--- config.mk ---
export PLATFORM = sky130hd
export DESIGN_NAME = mem_bus_arbiter
export DESIGN_NICKNAME = d
export VERILOG_FILES = /design/src/rtl/mem_bus_arbiter.sv
export SDC_FILE = /design/constraint.sdc
export NUM_CORES = 1
export LEC_CHECK = 0
export BUFFER_PORTS_ARGS = -buffer_cell sky130_fd_sc_hd__buf_2
export CAP_MARGIN = 20
export CELL_PAD_IN_SITES_DETAIL_PLACEMENT = 1
export CELL_PAD_IN_SITES_GLOBAL_PLACEMENT = 2
export CORE_MARGIN = 4
export CORE_UTILIZATION = 23
export CTS_BUF_LIST = sky130_fd_sc_hd__clkbuf_4
export DETAILED_ROUTE_END_ITERATION = 12
export GPL_ROUTABILITY_DRIVEN = 0
export PLACE_DENSITY = 0.79
export SLEW_MARGIN = 10
export SYNTH_ARGS = -nofsm -noshare
export SYNTH_HDL_FRONTEND = slang
export SYNTH_SLANG_ARGS = --single-unit
--- constraint.sdc ---
create_clock -name clk -period 2.7 [get_ports clk]
set_input_delay 0.135 -clock clk [delete_from_list [all_inputs] [get_ports clk]]
set_output_delay 0.135 -clock clk [all_outputs]
set_load 0.005 [all_outputs]
--- src/rtl/mem_bus_arbiter.sv ---
`default_nettype none
// ============================================================================
// Module   : mem_bus_arbiter
// Purpose  : Shares one external memory bus between instruction and data
//            requesters; sequences read bursts and write responses.
// Revision : 1.0 - initial release
// ============================================================================
module mem_bus_arbiter #(
    parameter int LINE_WORDS = 8
) (
    input  logic        clk,
    input  logic        rst,
    input  logic        inst_req,
    input  logic [31:0] inst_addr,
    input  logic        inst_cached,
    output logic        inst_addr_ok,
    output logic        inst_rvalid,
    output logic        inst_rlast,
    input  logic        data_req,
    input  logic        data_wr,
    input  logic [31:0] data_addr,
    input  logic        data_cached,
    input  logic [3:0]  data_wstrb,
    input  logic [31:0] data_wdata,
    output logic        data_addr_ok,
    output logic        data_rvalid,
    output logic        data_rlast,
    output logic        data_wdone,
    output logic [31:0] rdata,
    output logic        bus_req,
    output logic        bus_wr,
    output logic [3:0]  bus_len,
    output logic [31:0] bus_addr,
    output logic [3:0]  bus_wstrb,
    output logic [31:0] bus_wdata,
    input  logic        bus_addr_ok,
    input  logic        bus_rvalid,
    input  logic [31:0] bus_rdata,
    input  logic        bus_rlast,
    input  logic        bus_wdone,
    output logic        proto_err
);

    localparam int          c_off_bits   = $clog2(LINE_WORDS * 4);
    localparam logic [31:0] c_line_mask  = ~((32'd1 << c_off_bits) - 32'd1);
    localparam logic [3:0]  c_refill_len = 4'(LINE_WORDS - 1);
    localparam logic        c_own_inst   = 1'b0;
    localparam logic        c_own_data   = 1'b1;

    typedef enum logic [1:0] {
        S_IDLE  = 2'd0,
        S_ADDR  = 2'd1,
        S_RDATA = 2'd2,
        S_WRESP = 2'd3
    } state_t;

    state_t      state_q, state_d;
    logic        owner_q, owner_d;
    logic        last_owner_q, last_owner_d;
    logic [3:0]  cnt_q, cnt_d;
    logic        bus_req_q, bus_req_d;
    logic        bus_wr_q, bus_wr_d;
    logic [3:0]  bus_len_q, bus_len_d;
    logic [31:0] bus_addr_q, bus_addr_d;
    logic [3:0]  bus_wstrb_q, bus_wstrb_d;
    logic [31:0] bus_wdata_q, bus_wdata_d;
    logic        proto_err_q, proto_err_d;
    logic        data_wdone_q, data_wdone_d;

    logic        w_grant_data;
    logic        w_accept;
    logic        w_beat;
    logic        w_cnt_at_len;
    logic        w_last_beat;

    // Round-robin only matters on contention: the side that did not own the bus last goes next.
    assign w_grant_data = data_req & (~inst_req | (last_owner_q == c_own_inst));
    assign w_accept     = (state_q == S_ADDR) & bus_req_q & bus_addr_ok;
    assign w_beat       = (state_q == S_RDATA) & bus_rvalid;
    assign w_cnt_at_len = (cnt_q == bus_len_q);
    assign w_last_beat  = w_beat & w_cnt_at_len;

    always_comb begin
        state_d      = state_q;
        owner_d      = owner_q;
        last_owner_d = last_owner_q;
        cnt_d        = cnt_q;
        bus_req_d    = bus_req_q;
        bus_wr_d     = bus_wr_q;
        bus_len_d    = bus_len_q;
        bus_addr_d   = bus_addr_q;
        bus_wstrb_d  = bus_wstrb_q;
        bus_wdata_d  = bus_wdata_q;
        proto_err_d  = proto_err_q;
        data_wdone_d = 1'b0;

        // Any response while no data phase is open means the bus is out of step with us.
        if (((state_q == S_IDLE) || (state_q == S_ADDR)) && (bus_rvalid || bus_wdone)) begin
            proto_err_d = 1'b1;
        end

        case (state_q)
            S_IDLE: begin
                if (inst_req || data_req) begin
                    bus_req_d = 1'b1;
                    state_d   = S_ADDR;
                    if (w_grant_data) begin
                        owner_d     = c_own_data;
                        bus_wr_d    = data_wr;
                        bus_wstrb_d = data_wstrb;
                        bus_wdata_d = data_wdata;
                        if (!data_wr && data_cached) begin
                            bus_addr_d = data_addr & c_line_mask;
                            bus_len_d  = c_refill_len;
                        end else begin
                            bus_addr_d = data_addr;
                            bus_len_d  = 4'd0;
                        end
                    end else begin
                        owner_d     = c_own_inst;
                        bus_wr_d    = 1'b0;
                        bus_wstrb_d = 4'd0;
                        bus_wdata_d = 32'd0;
                        if (inst_cached) begin
                            bus_addr_d = inst_addr & c_line_mask;
                            bus_len_d  = c_refill_len;
                        end else begin
                            bus_addr_d = inst_addr;
                            bus_len_d  = 4'd0;
                        end
                    end
                end
            end
            S_ADDR: begin
                if (w_accept) begin
                    bus_req_d    = 1'b0;
                    last_owner_d = owner_q;
                    cnt_d        = 4'd0;
                    state_d      = bus_wr_q ? S_WRESP : S_RDATA;
                end
            end
            S_RDATA: begin
                if (w_beat) begin
                    if (bus_rlast != w_cnt_at_len) begin
                        proto_err_d = 1'b1;
                    end
                    // Completion follows our own beat count, not the bus's rlast.
                    if (w_cnt_at_len) begin
                        cnt_d   = 4'd0;
                        state_d = S_IDLE;
                    end else begin
                        cnt_d = cnt_q + 4'd1;
                    end
                end
            end
            S_WRESP: begin
                if (bus_wdone) begin
                    data_wdone_d = 1'b1;
                    state_d      = S_IDLE;
                end
            end
            default: begin
                state_d = S_IDLE;
            end
        endcase
    end

    always_ff @(posedge clk or posedge rst) begin
        if (rst) begin
            state_q      <= S_IDLE;
            owner_q      <= c_own_inst;
            last_owner_q <= c_own_data;
            cnt_q        <= 4'd0;
            bus_req_q    <= 1'b0;
            bus_wr_q     <= 1'b0;
            bus_len_q    <= 4'd0;
            bus_addr_q   <= 32'd0;
            bus_wstrb_q  <= 4'd0;
            bus_wdata_q  <= 32'd0;
            proto_err_q  <= 1'b0;
            data_wdone_q <= 1'b0;
        end else begin
            state_q      <= state_d;
            owner_q      <= owner_d;
            last_owner_q <= last_owner_d;
            cnt_q        <= cnt_d;
            bus_req_q    <= bus_req_d;
            bus_wr_q     <= bus_wr_d;
            bus_len_q    <= bus_len_d;
            bus_addr_q   <= bus_addr_d;
            bus_wstrb_q  <= bus_wstrb_d;
            bus_wdata_q  <= bus_wdata_d;
            proto_err_q  <= proto_err_d;
            data_wdone_q <= data_wdone_d;
        end
    end

    assign inst_addr_ok = w_accept & (owner_q == c_own_inst);
    assign data_addr_ok = w_accept & (owner_q == c_own_data);
    assign inst_rvalid  = w_beat & (owner_q == c_own_inst);
    assign data_rvalid  = w_beat & (owner_q == c_own_data);
    assign inst_rlast   = w_last_beat & (owner_q == c_own_inst);
    assign data_rlast   = w_last_beat & (owner_q == c_own_data);
    assign data_wdone   = data_wdone_q;
    assign rdata        = (state_q == S_RDATA) ? bus_rdata : 32'd0;

    assign bus_req      = bus_req_q;
    assign bus_wr       = bus_wr_q;
    assign bus_len      = bus_len_q;
    assign bus_addr     = bus_addr_q;
    assign bus_wstrb    = bus_wstrb_q;
    assign bus_wdata    = bus_wdata_q;
    assign proto_err    = proto_err_q;

endmodule
`default_nettype wire
==> metrics, run 1 <==
CP Max Fanout=19; TritonRoute pass-1 iters=4; ys async rst share=100%; Crit-path slowest cell=dlygate4sd3_1; Compound-Gate Fraction of Synth Area=18.1%; r2r startpoint=last_owner_q$_DFFE_PP1P_; Synth Flop Type=dfrtp_1; f_max=432 MHz; CTS Hold Bufs=about 110; Skew-Pair Late Insertion Delay=450 ps; buffers plus inverters on the worst setup path=2; average cell area after synthesis=11.0 µm²; CTS max path bufs=2; Worst setup EP type=flip-flop; main combinational cell family by area after synthesis=compound AO/OA/AOI/OAI gates; post_cts resized=0; row cnt=45; vias=between 3k and 4k; Core Area=15,400 µm²; CTS sink cnt=81; PD cells=790 nW/µm²; drt wl/cell=16.9 µm; grt ovf=0; setup TNS=0 ps; hold slack=60.7 ps; fill count=between 1.5k and 2k; num ports=between 200 and 300; Final Skew=12.1 ps; # DRC=0; CP cell instances=a21boi_4 > buf_4 > mux2i_1 > dlygate4sd3_1 > o21ai_0; H-tree depth=3; worst path required time=3040 ps; yosys warns=0; Initial DRC Count=114; hpwl dp=9950 µm; fin crit share=85.8%; layout cells sized above 1=between 40% and 50%; number of flops mapped to enable cells by yosys=0; Area Growth Syn to Fin=74.9%; Total Wirelength=15,200 µm; Top Family by Delay on Critical Path=buffers and inverters; worst min path class=input pin to flip-flop; final hold violation count=0; first-pass GRT wire length=around 24,000 µm; Power, Total=about 0.0050 W; distinct cell type count after synthesis=39; RSZ-0062 raised after global routing=false; Final Max Tran Viols=0; total track usage=~17%; Max-slew headroom=58.6%; Nets=827; Hold Startpoint=data_req; Synth Area in Simple Gates=about 14%; die width=around 130 µm; Worst Setup Path Type=flip-flop to flip-flop; FF+latch area=roughly 2000 µm²; max_cap viols=0; register area share after synthesis=between 50% and 60%; CTS tree=done; Final ANT Viol Nets=0; initial antenna violation count=0; CTS Root Cell=clkbuf_4; adder-cell share of the synthesized area=0.344%; antenna cells=0; initial core utilization=23.7%; XOR/XNOR Fraction of Synth Area=less than 1%; pin count of the biggest net entering global routing=82; Startpoint Class=flip-flop; Worst-path clk slew=140 ps; final worst path period need=2320 ps; Critical Path Start=last_owner_q$_DFFE_PP1P_; status=finished, final reports clean; worst-margin pin slew=619 ps; area of the multi-input gates=1490 µm²; leakage=3.38 nW; post-synthesis register bit count=81; mux cell area share after synthesis=under 10%; Setup-failing EPs final=0; vias in the first global route=between 4k and 5k; die height=134 µm; buffer count from post-CTS setup fixing=0; Die ar.=17,900 µm²; TritonCTS buffer count=9; WP data arrival=roughly 2700 ps; Max stage delay on crit path=approximately 580 ps; Cell Area, Synth=roughly 3600 µm²; Syn Nets=475; Max rail drop VDD=0.000349 V; cells after synthesis=about 330; port buffer count=255; DR vias/cell=4.45
path summary, 6_finish.rpt:
kind	endpoint	slack (ps)	cells after the start
max in group asynchronous	last_owner_q$_DFFE_PP1P_	2030	4
hold reg to reg	bus_addr[6]$_DFFE_PP0P_	490	2
setup / recovery	bus_addr[16]$_DFFE_PP0P_	380	5
min in group asynchronous	bus_wdata[31]$_DFFE_PP0P_	330	4
setup reg to reg	bus_addr[16]$_DFFE_PP0P_	380	5
hold / removal	bus_req$_DFFE_PP0P_	60	3
worst register-to-register path, delay by kind of cell, from the launching register on:
kind / cells / cell delay [ps]
muxes: 1 / 270
AOI/OAI and AO/OA: 2 / 520
DFF: 1 / 410
buffers and inverters: 2 / 1010
per-layer routing:
| layer | up-vias | global-route usage (%) | wire [µm] |
|---|---|---|---|
| li1 | 1865 | - | - |
| met5 | - | 0 | 0 |
| met1 | 1914 | 16.8 | 5510 |
| met3 | 27 | 5.70 | 1300 |
| met2 | 192 | 31.3 | 7970 |
| met4 | 0 | 6.69 | 381 |
cell usage after synthesis (2+ instances only):
cell	number	area, µm²
o21ai_1	7	35.0
and2_1	36	225
nand3_1	2	10.0
a22oi_1	5	37.5
a21boi_1	2	15.0
nand2b_1	2	12.5
nand2_1	39	146
mux2i_1	27	270
buf_4	5	37.5
a22o_1	37	324
a21o_1	3	22.5
clkbuf_1	10	37.5
dfrtp_1	80	2000
o21ai_0	29	145
a21oi_4	2	32.5
buf_2	10	50.1
nor3_1	2	10.0
inv_1	4	15.0
nor2_1	9	33.8
cell families after synthesis:
group | count (synthesis)
AO/OA/AOI/OAI | 91
XOR/XNOR | 1
adder cells (fa/ha/maj) | 1
buffers and inverters | 30
flip-flops | 81
multiplexers | 27
other | 1
AND/OR/NAND/NOR | 99
final cells by class:
| cell class | instances | area share [%] |
|---|---|---|
| Sequential cell | 81 | 31.9 |
| Multi-Input combinational cell | 220 | 23.4 |
| Tap cell | 211 | 4.15 |
| Clock inverter | 7 | 1.22 |
| Inverter | 4 | 0.256 |
| Timing Repair Buffer | 367 | 38.0 |
| Clock buffer | 9 | 1.06 |
cells in the final DEF, fill, tap and decap left out, types with 2 or more instances in the layout:
cell / synthesis / routed
nand2b_1: 2 / 2
inv_6: 0 / 3
a21oi_4: 2 / 2
nor2_1: 9 / 9
a22oi_1: 5 / 5
nor3_1: 2 / 2
clkinv_2: 0 / 2
and2_1: 36 / 36
dlygate4sd3_1: 0 / 105
dfrtp_1: 80 / 80
buf_12: 0 / 3
a22o_1: 37 / 37
a21o_1: 3 / 3
o21ai_0: 29 / 29
inv_1: 4 / 3
nand3_1: 2 / 2
mux2i_1: 27 / 27
buf_4: 5 / 4
clkbuf_4: 0 / 9
nand2_1: 39 / 39
buf_2: 10 / 255
o21ai_1: 7 / 6
sequential cells by signal, summed over array words and instances (netlist names), 2 cells and up:
register and flops:
cnt_q 4, bus_wdata 32, bus_wstrb 4, state_q 2
bus_addr 32
power by group:
| group | total, W | switching, W | internal (W) |
|---|---|---|---|
| combinational | 0.00217 | 0.00104 | 0.00113 |
| sequential | 0.00209 | 0.000351 | 0.00174 |
| clock | 0.000766 | 0.000474 | 0.000292 |
| total | 0.00502 | 0.00187 | 0.00316 |
per-stage QoR:
stage,area (µm²),utilization [%],cells,setup WS [ps]
final,6360,41.4,899,384
after global routing,6360,41.4,899,244
after CTS,6340,41.2,898,356
after detailed placement,5140,33.5,777,857
after global placement,5140,33.5,777,939
after floorplan,3640,-,331,487
Note: power is estimated with default switching activity, not from simulation.
==> run 2, diff against run 1 <==
- CORE_UTILIZATION: 23 -> 21
- PLACE_DENSITY: 0.79 -> 0.76
- clock period: 2.7 -> 1.9 ns (I/O delays scaled with it)
==> run 2 against run 1 <==
Against the previous run: clock skew rose by 0.98 ps; non-clock buffer count is 8 higher; flip-flop and latch count is the same; sequential power grew 40%; largest power group unchanged.
==> metrics, run 2 (synthesized netlist as in run 1, its figures left out) <==
status=finished, final reports clean; Worst setup EP type=output pin; Crit-path slowest cell=or4_4; RSZ-0062 raised after global routing=true; Die ar.=19,500 µm²; fin crit share=99.8%; leakage=3.41 nW; final hold violation count=0; total track usage=15.7%; Final ANT Viol Nets=0; dpl cells=just under 800; initial antenna violation count=2; grt ovf=0; WP data arrival=1800 ps; Initial DRC Count=114; vias in the first global route=approximately 4.6k; Final Max Tran Viols=0; Setup-failing EPs final=0; first-pass GRT wire length=24,600 µm; Max stage delay on crit path=550 ps; most common cell after layout, fill and taps aside=buf_2; drt wl/cell=17.0 µm; fill count=approximately 2.0k; Startpoint Class=flip-flop; Max rail drop VDD=~0.00043 V; Area Growth Syn to Fin=77.0%; worst path required time=1800 ps; Nets=about 840; die height=140 µm; Core Area=16,800 µm²; hpwl dp=10,600 µm; initial core utilization=21.7%; Skew-Pair Late Insertion Delay=440 ps; port buffer count=255; most frequent cells in the layout=buf_2 (255), dlygate4sd3_1 (105), dfrtp_1 (78); pin count of the biggest net entering global routing=45; vias=4,056; # DRC=0; CP cell instances=or4_4 > a21oi_4 > and2_1 > buf_2; CTS sink cnt=approximately 80; die width=140 µm; final worst path period need=1900 ps; Max-slew headroom=59.3%; PD cells=between 1000 and 1500 nW/µm²; row cnt=47; CTS tree=done; H-tree depth=3; final core occ=between 30% and 40%; num ports=between 200 and 300; f_max=between 500 and 600 MHz; Worst-path clk slew=140 ps; CTS Root Cell=clkbuf_4; worst min path class=input pin to flip-flop; fin cells=920; Worst Setup Path Type=flip-flop to output pin; CTS max path bufs=2; max_cap viols=0; worst-margin pin slew=between 600 and 700 ps; TritonRoute pass-1 iters=4; layout cells sized above 1=a little over two fifths; CP Max Fanout=3; Final Skew=13.1 ps; DR vias/cell=approximately 4.4; hold slack=~120 ps; setup TNS=0 ps; TritonCTS buffer count=9; Total Wirelength=about 16,000 µm
==> run 2: changes by cell type in the layout (fill, tap and decap cells not counted), moves of 2 or more <==
cell        previous run  this run
buf_4                  4        10
clkinv_1               0         2
clkinvlp_4             1         3
dfrtp_1               80        78
dfrtp_2                0         2
diode_2                0         4
inv_6                  3         1
==> run 2: layer usage <==
metal / up-vias / GRT usage [%] / part of all wire, %
met3: 26 / 4.53 / 8.0
met1: 1954 / 17.0 / 37
met2: 191 / 28.6 / 52
met4: 0 / 6.63 / 2.7
li1: 1885 / - / -
met5: - / 0 / 0
==> run 2: timing repair <==
action,in CTS,in global routing
pin swaps,4,0
endpoints found under the setup margin,37,34
gates resized for setup,3,2
buffers inserted,4,2
endpoints found under the hold margin,91,0
hold buffers,105,0
==> run 2: report_power, final <==
group	total (W)	switching, W	internal, W
Clock	0.000916	0.000652	0.000264
Combinational	0.00312	0.00151	0.00162
Sequential	0.00292	0.000448	0.00247
Total	0.00696	0.00261	0.00435
==> run 2: final timing paths <==
kind	startpoint	end	slack (ps)	cells past startpoint
worst max register to register	bus_len[1]$_DFFE_PP0P_	cnt_q[2]$_DFFE_PP0P_	110	6
worst min-delay path	data_req	state_q[0]$_DFFE_PP0P_	120	4
worst min register to register	bus_addr[15]$_DFFE_PP0P_	bus_addr[15]$_DFFE_PP0P_	500	2
max in group asynchronous	rst	bus_wdata[29]$_DFFE_PP0P_	1130	4
worst max-delay path	bus_len[1]$_DFFE_PP0P_	data_rlast	4	4
min in group asynchronous	rst	bus_wr$_DFFE_PP0P_	230	3
==> run 2: cell type report <==
cell class | count | area [µm²] | area share (%)
diodes | 4 | 10.0 | 0.156
clock buffers | 9 | 67.6 | 1.05
clock inverters | 7 | 45.0 | 0.700
inverters | 4 | 18.8 | 0.292
multi-input cells | 220 | 1490 | 23.2
flip-flops and latches | 81 | 2030 | 31.6
well taps | 220 | 275 | 4.28
repair buffers | 375 | 2490 | 38.8
==> run 2: stage by stage <==
| stage | setup slack (ps) | power (W) | instance area, µm² |
|---|---|---|---|
| 3_5_place_dp | 200 | 0.00584 | 5200 |
| 5_1_grt | -87.1 | 0.00752 | 6430 |
| 3_3_place_gp | 245 | 0.00575 | 5200 |
| 2_1_floorplan | 266 | 0.00436 | 3640 |
| 6_report | 4.16 | 0.00696 | 6430 |
| 4_1_cts | -50.0 | 0.00700 | 6400 |
==> run 2: worst max-delay path, delay by kind of cell (launching register included) <==
| family | cells | cell delay, ps |
|---|---|---|
| DFF | 1 | 410 |
| AOI/OAI and AO/OA | 1 | 170 |
| and+or+nand+nor | 2 | 690 |
| buffers and inverters | 1 | 100 |
==> run 3, diff against run 2 <==
- CORE_ASPECT_RATIO: not set -> 1.1
==> run 3 against run 2 <==
Against the previous run: power rose by 0.14%; die area barely moved; fmax fell by 0.20%; largest cell class unchanged.
==> metrics, run 3 (synthesized netlist as in run 1, its figures left out) <==
total track usage=between 15 and 20%; most common cell after layout, fill and taps aside=buf_2; Startpoint Class=flip-flop; die height=about 150 µm; Final Max Tran Viols=0; final core occ=37.8%; hpwl dp=between 10,000 and 15,000 µm; Initial DRC Count=76; CP Depth=4; TritonCTS buffer count=9; final worst setup slack=around 0.41 ps; Max stage delay on crit path=550 ps; first-pass GRT wire length=24,200 µm; r2r startpoint=last_owner_q$_DFFE_PP1P_; initial core utilization=a little over a fifth; Area Growth Syn to Fin=77.0%; Worst Setup Path Type=flip-flop to output pin; worst min path class=input pin to flip-flop; max_cap viols=0; initial antenna violation count=1; hold slack=a little over 100 ps; Post-Place Worst Slack=191 ps; RSZ-0062 raised after global routing=true; Hold Startpoint=bus_addr_ok; die width=133 µm; Core Area=17,000 µm²; CTS Root Cell=clkbuf_4; CP Max Fanout=3; M2 GR Usage=29.7%; Worst-path clk slew=140 ps; status=finished, final reports clean; final worst path period need=1900 ps; leakage=3.42 nW; buffers plus inverters on the worst setup path=1; vias in the first global route=4,489; Final ANT Viol Nets=0; num ports=around 260; drt wl/cell=16.7 µm; CP cell instances=or4_4 > a21oi_4 > and2_1 > buf_2; grt ovf=0; pin count of the biggest net entering global routing=106; post-route design area=6440 µm²; Post-Place Cell Area=5200 µm²; worst path required time=1800 ps; Top Family by Delay on Critical Path=simple AND/OR/NAND/NOR gates; area of the multi-input gates=1500 µm²; FF+latch area=2030 µm²; layout cells sized above 1=42.3%; Worst setup EP type=output pin; row cnt=50; port buffer count=255; busiest layer in global routing=met2; f_max=526 MHz; PD cells=1080 nW/µm²; WHS Path Cells=3; Skew-Pair Late Insertion Delay=450 ps; Final Skew=21.4 ps; Nets=836; GR Util met3=5.08%; TritonRoute pass-1 iters=4; worst reg2reg path endpoint=bus_addr[25]$_DFFE_PP0P_; CTS tree=done; DR vias/cell=4.29; # DRC=0; most frequent cells in the layout=buf_2 (255), dlygate4sd3_1 (105), dfrtp_1 (80); Total Wirelength=roughly 16,000 µm; final hold violation count=0; CTS sink cnt=81; vias=3,999; r2r setup slk=100 ps; Max-slew headroom=58.2%; met1 usage=15.9%; H-tree depth=3; hold endpoint=state_q[0]$_DFFE_PP0P_; Worst Reg-to-Reg Cells=5; worst-margin pin slew=627 ps; Setup-failing EPs final=0; fin crit share=approximately 100%; CTS max path bufs=2; Die ar.=19,500 µm²; Max rail drop VDD=0.000447 V; fill count=2,019; WP data arrival=1800 ps; Crit-path slowest cell=or4_4
==> run 3: worst max path at each step <==
stage                            from              endpoint
2_1_floorplan  bus_len[1]$_DFFE_PP0P_  cnt_q[2]$_DFFE_PP0P_
3_5_place_dp     cnt_q[2]$_DFFE_PP0P_  cnt_q[2]$_DFFE_PP0P_
5_1_grt        bus_len[1]$_DFFE_PP0P_            inst_rlast
6_report       bus_len[1]$_DFFE_PP0P_            data_rlast
3_3_place_gp     cnt_q[2]$_DFFE_PP0P_  cnt_q[2]$_DFFE_PP0P_
4_1_cts        bus_len[1]$_DFFE_PP0P_            inst_rlast
==> run 3: cell type report <==
class | count | area share, %
Timing Repair Buffer | 376 | 38.7
Sequential cell | 81 | 31.5
Clock buffer | 10 | 1.17
Clock inverter | 6 | 0.544
Inverter | 4 | 0.292
Tap cell | 234 | 4.55
Multi-Input combinational cell | 220 | 23.2
Antenna cell | 1 | 0.0389
==> run 3: worst reg2reg max path: stages (launching register included) <==
cell,delay [ps]
dfstp_2,410
a21boi_4,210
buf_12,170
mux2i_1,230
dlygate4sd3_1,580
o21ai_0,80
==> run 3: what timing repair did <==
action | in CTS | in global routing
gates resized for setup | 2 | 5
endpoints found under the setup margin | 35 | 39
gates cloned | 0 | 0
hold buffers | 105 | 0
hold endpoints to repair | 154 | 0
pin swaps | 2 | 1
buffers inserted | 3 | 3
==> run 3: where the power goes <==
part / switching [W] / total (W) / internal [W]
clock network: 0.000633 / 0.000908 / 0.000275
logic: 0.00152 / 0.00316 / 0.00163
registers: 0.000436 / 0.00291 / 0.00247
==> run 3: routing by layer <==
metal	share of wire, %	wire length (µm)	up-vias
met5	0	0	-
met4	3.4	529	0
met3	7.4	1160	45
met2	53	8310	191
met1	36	5580	1879
li1	-	-	1884
==> run 3: through the flow <==
step	setup TNS (ps)	power (W)	instances
after floorplan	0	0.00436	331
after global placement	0	0.00574	804
after detailed placement	0	0.00587	804
after CTS	-129	0.00703	928
after global routing	-234	0.00752	932
final	0	0.00697	932
